--- config.mk ---
export PLATFORM = sky130hd
export DESIGN_NAME = brupd_queue
export DESIGN_NICKNAME = d
export VERILOG_FILES = /design/src/rtl/brupd_queue.sv
export SDC_FILE = /design/constraint.sdc
export NUM_CORES = 1
export LEC_CHECK = 0
export BUFFER_PORTS_ARGS = -buffer_cell sky130_fd_sc_hd__buf_2
export CORE_MARGIN = 10
export CORE_UTILIZATION = 40
export DETAILED_ROUTE_END_ITERATION = 12
export GPL_ROUTABILITY_DRIVEN = 0
export SLEW_MARGIN = 20
export SYNTH_ARGS = -nofsm -noshare
export SYNTH_HDL_FRONTEND = slang
export SYNTH_SLANG_ARGS = --single-unit
--- constraint.sdc ---
create_clock -name clk -period 3 [get_ports clk]
set_input_delay 0.3 -clock clk [delete_from_list [all_inputs] [get_ports clk]]
set_output_delay 0.3 -clock clk [all_outputs]
set_load 0.1 [all_outputs]
--- src/rtl/brupd_queue.sv ---
// Branch-outcome FIFO between the branch execution unit and predictor update.
// Ports: ex_* capture in, upd_* valid/ready drain out, bq_almost_full, drop_cnt
//        (+ stat_br_cnt/stat_miss_cnt when BRUPD_STAT_EN is defined).
module brupd_queue #(
  parameter int DEPTH    = 4,
  parameter int ADDR_LEN = 32
) (
  input  logic                clk,
  input  logic                reset,
  input  logic                ex_valid,
  input  logic [ADDR_LEN-1:0] ex_pc,
  input  logic [ADDR_LEN-1:0] ex_jmpaddr_taken,
  input  logic                ex_brcond,
  input  logic                ex_prmiss,
  output logic                upd_valid,
  input  logic                upd_ready,
  output logic [ADDR_LEN-1:0] upd_pc,
  output logic [ADDR_LEN-1:0] upd_jmpaddr,
  output logic                upd_brcond,
  output logic                upd_prmiss,
  output logic                bq_almost_full,
  output logic [7:0]          drop_cnt
`ifdef BRUPD_STAT_EN
  ,
  output logic [31:0]         stat_br_cnt,
  output logic [31:0]         stat_miss_cnt
`endif
);

  localparam int AW = (DEPTH > 1) ? $clog2(DEPTH) : 1;

  typedef logic [AW-1:0] ptr_t;
  typedef logic [AW:0]   cnt_t;

  localparam cnt_t CNT_FULL = cnt_t'(DEPTH);
  localparam cnt_t CNT_AF   = cnt_t'(DEPTH - 1);

  logic [ADDR_LEN-1:0] pc_q [DEPTH];
  logic [ADDR_LEN-1:0] tg_q [DEPTH];
  logic                bc_q [DEPTH];
  logic                pm_q [DEPTH];

  ptr_t wp_q, wp_d;
  ptr_t rp_q, rp_d;
  cnt_t cnt_q, cnt_d;
  logic [7:0] drop_q, drop_d;

  logic push, pop, full, drop;

  always_comb begin
    full  = (cnt_q == CNT_FULL);
    pop   = (cnt_q != '0) & upd_ready;
    // A full queue still accepts when the head leaves this cycle.
    push  = ex_valid & (~full | pop);
    drop  = ex_valid & ~push;
    wp_d  = push ? wp_q + ptr_t'(1) : wp_q;
    rp_d  = pop  ? rp_q + ptr_t'(1) : rp_q;
    cnt_d = cnt_q;
    unique case ({push, pop})
      2'b10:   cnt_d = cnt_q + cnt_t'(1);
      2'b01:   cnt_d = cnt_q - cnt_t'(1);
      default: cnt_d = cnt_q;
    endcase
    drop_d = drop_q;
    if (drop && drop_q != 8'hFF) drop_d = drop_q + 8'd1;
  end

  always_ff @(posedge clk or negedge reset) begin
    if (!reset) begin
      wp_q   <= '0;
      rp_q   <= '0;
      cnt_q  <= '0;
      drop_q <= '0;
    end else begin
      wp_q   <= wp_d;
      rp_q   <= rp_d;
      cnt_q  <= cnt_d;
      drop_q <= drop_d;
    end
  end

  always_ff @(posedge clk or negedge reset) begin
    if (!reset) begin
      for (int i = 0; i < DEPTH; i++) begin
        pc_q[i] <= '0;
        tg_q[i] <= '0;
        bc_q[i] <= 1'b0;
        pm_q[i] <= 1'b0;
      end
    end else if (push) begin
      pc_q[wp_q] <= ex_pc;
      tg_q[wp_q] <= ex_jmpaddr_taken;
      bc_q[wp_q] <= ex_brcond;
      pm_q[wp_q] <= ex_prmiss;
    end
  end

  assign upd_valid      = (cnt_q != '0);
  assign upd_pc         = pc_q[rp_q];
  assign upd_jmpaddr    = tg_q[rp_q];
  assign upd_brcond     = bc_q[rp_q];
  assign upd_prmiss     = pm_q[rp_q];
  assign bq_almost_full = (cnt_q >= CNT_AF);
  assign drop_cnt       = drop_q;

`ifdef BRUPD_STAT_EN
  logic [31:0] br_q, miss_q;

  always_ff @(posedge clk or negedge reset) begin
    if (!reset) begin
      br_q   <= '0;
      miss_q <= '0;
    end else if (push) begin
      br_q <= br_q + 32'd1;
      if (ex_prmiss) miss_q <= miss_q + 32'd1;
    end
  end

  assign stat_br_cnt   = br_q;
  assign stat_miss_cnt = miss_q;
`endif

endmodule

==> results of run 1 <==
-- worst paths after layout --
| path | endpoint | slack, ns | cells past startpoint |
|---|---|---|---|
| setup / recovery | upd_jmpaddr[26] | 0.48 | 3 |
| min in group asynchronous | tg_q[70] | 0.37 | 2 |
| setup reg to reg | pc_q[50] | 0.60 | 5 |
| hold reg to reg | pc_q[51] | 0.49 | 1 |
| hold / removal | pc_q[38] | 0.02 | 2 |
| max in group asynchronous | pc_q[79] | 1.80 | 3 |
-- layout by cell type (no fill, tap or decap), drive strengths merged, types with 2 or more instances in the layout --
cell and instances:
buf 163, bufinv 2, clkbuf 46, clkinv 5
clkinvlp 2, dfrtp 279, dlygate4sd3 12, ha 6
inv 7, mux2 268, mux4 66, nand2 10
nand3 3, nor2 5, nor2b 2, nor3 2
o21ai 2, xnor2 4, xor2 6
-- synthesized netlist by cell type --
master    number  area (µm²)
buf_1          6       22.52
or3_1          1       6.260
nor4b_4        1       23.77
and2_1         1       6.260
xnor2_1        4       35.03
o21ai_0        2       10.01
and3_1         1       6.260
buf_12         2       40.04
dfrtp_1      279        6982
nand3_1        3       15.01
mux4_2        66        1486
nor2b_1        2       12.51
inv_1          7       26.28
nand4_1        1       6.260
fa_1           1       20.02
clkbuf_1       1       3.750
xor2_1         6       52.55
buf_2         15       75.07
mux2_1        29       326.6
nor3_1         2       10.01
buf_8         11       165.2
buf_4          6       45.04
nand2b_1       1       6.260
a21o_1         1       7.510
buf_6          3       33.78
ha_1           6       75.07
o211ai_1       1       7.510
mux2_2       239        2691
nor2_1         5       18.77
nand2_4        3       33.78
nand2_1        7       26.28
mux2i_1        1       10.01
-- metrics by stage --
step	setup slack, ns	utilization, %	std cells
floorplan	0.4951	-	714
global placement	0.6416	44.14	1229
detailed placement	0.5998	44.14	1229
CTS	0.3977	47.90	1296
global route	0.3700	47.90	1296
finish	0.4789	47.91	1297
-- logic make-up after synthesis --
family	count (synthesis)	synth area share, %
XOR/XNOR	10	0.7128
AND/OR/NAND/NOR	28	1.395
AO/OA/AOI/OAI	4	0.2037
multiplexers	335	36.74
buffers and inverters	51	3.350
flip-flops	279	56.82
adder cells (fa/ha/maj)	7	0.7739
-- cell type report --
type                            instances  area share [%]
Clock inverter                          9          0.6866
Tap cell                              396           3.399
Inverter                                7          0.1802
Multi-Input combinational cell        384           33.62
Sequential cell                       279           47.94
Clock buffer                           46           6.326
Antenna cell                            1         0.01717
Timing Repair Buffer                  175           7.828
-- state kept, by name (all words and copies together), names as in the netlist --
name / count
rp_q: 2
pc_q: 128
tg_q: 128
bc_q: 4
drop_cnt: 8
wp_q: 2
cnt_q: 3
pm_q: 4
-- per-layer routing --
layer	global-route usage [%]	up-vias
li1	-	2971
met1	17.87	3478
met2	23.01	112
met3	3.032	44
met4	3.139	6
met5	0	-
-- worst register-to-register path, cell delays in order, from the launching register on --
cell     delay (ns)
dfrtp_1        0.42
nor4b_4        0.17
nor2b_1        0.64
nand2_4        0.39
buf_4          0.32
mux2_1         0.33
==> out/results.ini, run 1 <==
[status]
status = complete, no violations

[sta]
fin_crit_sh_pct = 84.04
slew_headroom_pct = 46.09
setup_violations = 0
tns_ns = 0
worst_pin_slew_ns = 0.8069
period_minus_slack_ns = 2.521
rsz0062_at_grt = false
fmax_mhz = 396.7
slew_viol_final = 0
hold_viol_final = 0
fin_skew_ns = 0.01268
timing.hold.ws_ns = 0.02317

[final_layout]
multi_input_area_mm2 = 0.004901
seqCellArea_mm2 = 0.006989
final_cell_area_mm2 = 0.01458
area_growth_pct = 18.65
nFillCells = 2738
layout.nets = 955
drive_above_1_share_pct = 58.22

[drt]
met3_wirelength_mm = 1.200
wl_met1_mm = 11.68
met2_length_mm = 12.52
top_layer = met5
routed_wl_mm = 25.86
final_antenna_net_count = 0
drc = 0
wl_per_cell_um = 19.93
vias_per_cell = 5.097
vias = 6611
drt_iter0_drc = 241
dr.pass1.iters = 4

[worst_setup_path]
cp-start-kind = flip-flop
arrival_ns = 2.22
end_kind = output port
crit_path_start = rp_q[0]
path_max_fanout = 39
r2r_start = cnt_q[2]
cp.required_ns = 2.70
path_cells = buf_12 > mux4_2 > buf_2
max_stage_delay_ns = 0.58
worst-path-buf-inv = 2
crit_family = buffers and inverters
crit_type = flip-flop to output port
cpMaxStageDelayCell = mux4_2

[synthesis]
syn_area_per_cell_um2 = 17.21
yosys_warnings = 0
synth_fp_nets = 791
synth_cells = 714
syn-cell-area_mm2 = 0.01229
ys_seq_area_share_pct = 56.82
yosysUniqueCellTypes = 32
ys_ff_latch = 279

[die]
die_h_um = 195.3
start_util_pct = 40.38
pin_count = 146
fp-row-count = 64
core-area_mm2 = 0.03043
die_x_um = 195.3
die_area_mm2 = 0.03813

[placement]
hpwlAfterDp_mm = 16.42
place_area_mm2 = 0.01343
numPortBuffers = 145

[global_routing]
grt_max_degree = 96
grt_util_all_layers_pct = 13.75
antenna_found_initial = 5
overflow = 0
grt_pass1_vias = 7507
grt_pass1_wl_mm = 42.77

[clock_tree]
htreeDepth = 1
cts_tree = done
post_cts_buffers = 0
root_buffer = clkbuf_16
clk_latency_ns = 0.54
post_cts_resized = 0
clockBufferDepth = 3
cts_hold_buf = 12
cts_buffers = 31
cts.clk_slew.worst_paths_ns = 0.06
clock-sinks = 279

[run]
cap_viol_max_count = 0

[worst_hold_path]
hold_path_class = primary input to flip-flop
hp-start = ex_pc[6]

Power of run 1 is left out: the tool's default activity adds up to more than one toggle a clock period on the data nets, which glitch-free logic cannot reach.
==> run 2, diff against run 1 <==
==> constraint.sdc (replaced) <==
create_clock -name clk -period 2.5 [get_ports clk]
set_input_delay 0.25 -clock clk [delete_from_list [all_inputs] [get_ports clk]]
set_output_delay 0.25 -clock clk [all_outputs]
set_load 0.1 [all_outputs]
==> out/results.ini, run 2 (synthesis gave the netlist of run 1 again) <==
[clock_tree]
root_buffer = clkbuf_16
cts.clk_slew.worst_paths_ns = 0.06
clk_latency_ns = 0.54
cts_tree = done
cts_buffers = 30
clock-sinks = 279
htreeDepth = 1
clockBufferDepth = 3
post_cts_buffers = 0

[sta]
period_minus_slack_ns = 2.462
hold_viol_final = 0
slew_headroom_pct = 44.82
fmax_mhz = 406.1
setup_violations = 0
rsz0062_at_grt = true
slew_viol_final = 0
fin_skew_ns = 0.008416
fin_crit_sh_pct = 98.49
tns_ns = 0
worst_pin_slew_ns = 0.8260
fin_ws_ns = 0.03766

[global_routing]
antenna_found_initial = 2
grt_pass1_wl_mm = 43.30
grt_max_degree = 68
overflow = 0
grt_pass1_vias = 7752
grt_util_all_layers_pct = 13.72

[die]
fp-row-count = 64
pin_count = 146
die_h_um = 195.3
core-area_mm2 = 0.03043
die_x_um = 195.3
start_util_pct = 40.38
die_area_mm2 = 0.03813

[drt]
wl_per_cell_um = 19.38
vias_per_cell = 5.059
routed_wl_mm = 26.30
vias = 6865
final_antenna_net_count = 0
dr.pass1.iters = 5
drt_iter0_drc = 183
drc = 0

[final_layout]
utilization_pct = 49.98
drive_above_1_share_pct = 55.27
layout.nets = 1013
final_cell_area_mm2 = 0.01521
area_growth_pct = 23.79
final_common_cell = dfrtp_1
final_cell_mix = dfrtp_1 (277), mux2_2 (239), buf_2 (118)

[worst_setup_path]
end_kind = output port
r2r_start = cnt_q[2]
crit_type = flip-flop to output port
cp.required_ns = 2.25
rr_worst_depth = 5
r2r-end = pc_q[121]
cp-start-kind = flip-flop
path_max_fanout = 33
arrival_ns = 2.21
r2r_setup_slack_ns = 0.19

[placement]
numPortBuffers = 145
hpwlAfterDp_mm = 16.51
place_area_mm2 = 0.01348
dpl_worst_slack_ns = 0.1168

[worst_hold_path]
hold_path_class = primary input to flip-flop
timing.hold.worst_endpoint = tg_q[69]
hp-start = ex_jmpaddr_taken[5]
holdPathStages = 2

[status]
status = complete, no violations

[run]
cap_viol_max_count = 0

==> run 2: critical path: stages, from the launching register on <==
cell	delay, ns
dfrtp_4	0.47
buf_16	0.28
mux4_2	0.58
buf_2	0.31
==> run 2: worst max path at each step <==
stage	cells after the start	to	startpoint	slack, ns
after CTS	3	upd_pc[17]	rp_q[0]	-0.01
after detailed placement	5	pc_q[121]	cnt_q[2]	0.12
after global placement	5	pc_q[121]	cnt_q[2]	0.17
final	3	upd_jmpaddr[28]	rp_q[0]	0.04
after floorplan	8	cnt_q[2]	cnt_q[0]	0.13
after global routing	3	upd_jmpaddr[28]	rp_q[0]	-0.06
==> run 2: final cells by class <==
type	instances	area (µm²)
Fill cell	2614	15220
Timing Repair Buffer	234	1812
Sequential cell	279	6989
Multi-Input combinational cell	384	4902
Clock inverter	11	85.08
Tap cell	396	495.5
Inverter	7	26.28
Antenna cell	2	5.005
Clock buffer	44	894.6
==> run 2: routing by layer <==
layer  wire length, µm  vias to the layer above  GRT usage, %
met5                 0                        -             0
met4               422                        0         2.574
met3              1429                       28         3.734
met2             12470                      121         22.27
met1             11970                     3625         18.19
li1                  -                     3091             -
==> run 2: what timing repair did <==
item | 4_1_cts | 5_1_grt
setup endpoints to repair | 5 | 47
hold buffers | 66 | 0
gates resized for setup | 0 | 46
cloned | 0 | 0
endpoints found under the hold margin | 318 | 0
==> run 2: through the flow <==
stage / instances / hold WS (ns)
after global placement: 1234 / 0.2575
after floorplan: 714 / -0.04559
after CTS: 1355 / 0.001675
after detailed placement: 1234 / 0.2496
after global routing: 1357 / 0.01380
final: 1357 / 0.01866
Power of run 2 is left out for the same reason.
==> run 3, diff against run 2 <==
--- a/config.mk
+++ b/config.mk
@@ -5,6 +5,7 @@
 export SDC_FILE = /design/constraint.sdc
 export NUM_CORES = 1
 export LEC_CHECK = 0
+export ABC_AREA = 1
 export BUFFER_PORTS_ARGS = -buffer_cell sky130_fd_sc_hd__buf_2
 export CORE_MARGIN = 10
 export CORE_UTILIZATION = 40
==> out/results.ini, run 3 <==
[status]
status = complete, no violations

[drt]
final_antenna_net_count = 0
vias_per_cell = 5.141
vias = 10180
drt_iter0_drc = 644
routed_wl_mm = 32.72
dr.pass1.iters = 6
wl_per_cell_um = 16.53
drc = 0

[global_routing]
antenna_found_initial = 0
overflow = 0
grt_pass1_wl_mm = 54.10
grt_max_degree = 103
grt_pass1_vias = 10450
grt_util_all_layers_pct = 16.57

[die]
start_util_pct = 40.47
core-area_mm2 = 0.03059
die_h_um = 195.9
die_area_mm2 = 0.03838
pin_count = 146
die_x_um = 195.9
fp-row-count = 64

[worst_hold_path]
hold_path_class = primary input to flip-flop
holdPathStages = 3

[placement]
hpwlAfterDp_mm = 19.84
place_inst = 1884
numPortBuffers = 145
dpl_worst_slack_ns = 0.2794

[final_layout]
final_cell_mix = o21ai_0 (336), nand2_1 (310), dfrtp_1 (277)
drive_above_1_share_pct = 19.89
area_growth_pct = 31.64
final_common_cell = o21ai_0
final-instance-count-excl-fill = 1980
multi_input_area_mm2 = 0.004848
nFillCells = 2811
layout.nets = 1638
seqCellArea_mm2 = 0.006987
diodes = 0

[sta]
fin_crit_sh_pct = 94.94
slew_viol_final = 0
hold_viol_final = 0
period_minus_slack_ns = 2.374
slew_headroom_pct = 57.93
fin_ws_ns = 0.1264
setup_violations = 0
timing.hold.ws_ns = 0.01949
rsz0062_at_grt = false
tns_ns = 0
fin_skew_ns = 0.01652
worst_pin_slew_ns = 0.6311
fmax_mhz = 421.3

[worst_setup_path]
arrival_ns = 2.12
cp.required_ns = 2.25
path_max_fanout = 37
rr_worst_depth = 9
crit_type = flip-flop to output port
cp-start-kind = flip-flop
end_kind = output port

[clock_tree]
htreeDepth = 1
clk_latency_ns = 0.56
post_cts_buffers = 0
cts_tree = done
cts_buffers = 31
clockBufferDepth = 3
root_buffer = clkbuf_16
clock-sinks = 279
cts.clk_slew.worst_paths_ns = 0.06

[synthesis]
synth_ff_type = dfrtp_1
yosysUniqueCellTypes = 25
syn_area_per_cell_um2 = 8.786
ys_async_sr_fraction_pct = 100.0
synth_fp_nets = 1486
ys_seq_area_share_pct = 56.40
synth_most_common_cell = o21ai_0
yosysTopAreaCellShare_pct = 56.40
syn-cell-area_mm2 = 0.01238
ys_ff_latch = 279
synth_cells = 1409
yosys-top-cells-area = dfrtp_1 (56%), o21ai_0 (14%), nand2_1 (9.4%)
synth_top_area_cell = dfrtp_1
synth_edf_count = 0
yosys_warnings = 0
ys_top_cells_by_count = o21ai_0 (337), nand2_1 (311), dfrtp_1 (279), nor2_1 (142), inv_1 (82)

[run]
cap_viol_max_count = 0

## run 3: layer usage
metal  up-vias  global-route usage [%]  wire, µm  part of all wire (%)
met5         -                       0         0                     0
met1      4953                   22.38     15320                    47
li1       4957                       -         -                     -
met4         0                   3.450       550                   1.7
met3        40                   3.018      1652                   5.0
met2       229                   27.21     15190                    46
## run 3: logic make-up (layout without fill, tap and decap cells)
kind of cell,Yosys count,after routing,share of synthesized area (%)
AOI/OAI and AO/OA,469,469,19.81
xor gates and xnor gates,6,6,0.4246
adders and majority gates,7,7,0.7681
buffers and inverters,182,357,7.793
DFF,279,279,56.40
and+or+nand+nor,466,466,14.81
## run 3: path summary, 6_finish.rpt
kind	endpoint	start	slack, ns
max	upd_jmpaddr[27]	rp_q[1]	0.13
min	tg_q[69]	ex_jmpaddr_taken[5]	0.02
max reg2reg	cnt_q[2]	cnt_q[0]	0.28
min reg2reg	pc_q[72]	pc_q[72]	0.48
max in group asynchronous	pc_q[20]	reset	1.43
min in group asynchronous	tg_q[37]	reset	0.29
## run 3: timing repair
item	4_1_cts	5_1_grt
gates resized for setup	1	4
endpoints found under the hold margin	131	0
setup endpoints to repair	1	1
gates cloned	0	2
hold buffers	38	0
pin swaps	0	1
## run 3: area by class of cell
type                       instances  area share, %
timing repair buffer             218          15.85
sequential                       279          42.87
inverter                          83          1.989
clock inverter                    12          1.006
multi-input combinational        948          29.75
tap                              396          3.041
clock buffer                      44          5.490
## run 3: through the flow
step / cell area (µm²) / utilization [%]
after floorplan: 12790 / -
after global placement: 14780 / 48.32
after detailed placement: 14780 / 48.32
after CTS: 16220 / 53.04
after global routing: 16300 / 53.27
final: 16300 / 53.27
## run 3: worst max-delay path, cell delays in order, from the launching register on
cell,delay (ns)
dfrtp_2,0.41
inv_2,0.06
buf_4,0.38
o21ai_0,0.21
o22ai_2,0.26
buf_12,0.21
Power of run 3 is left out for the same reason.
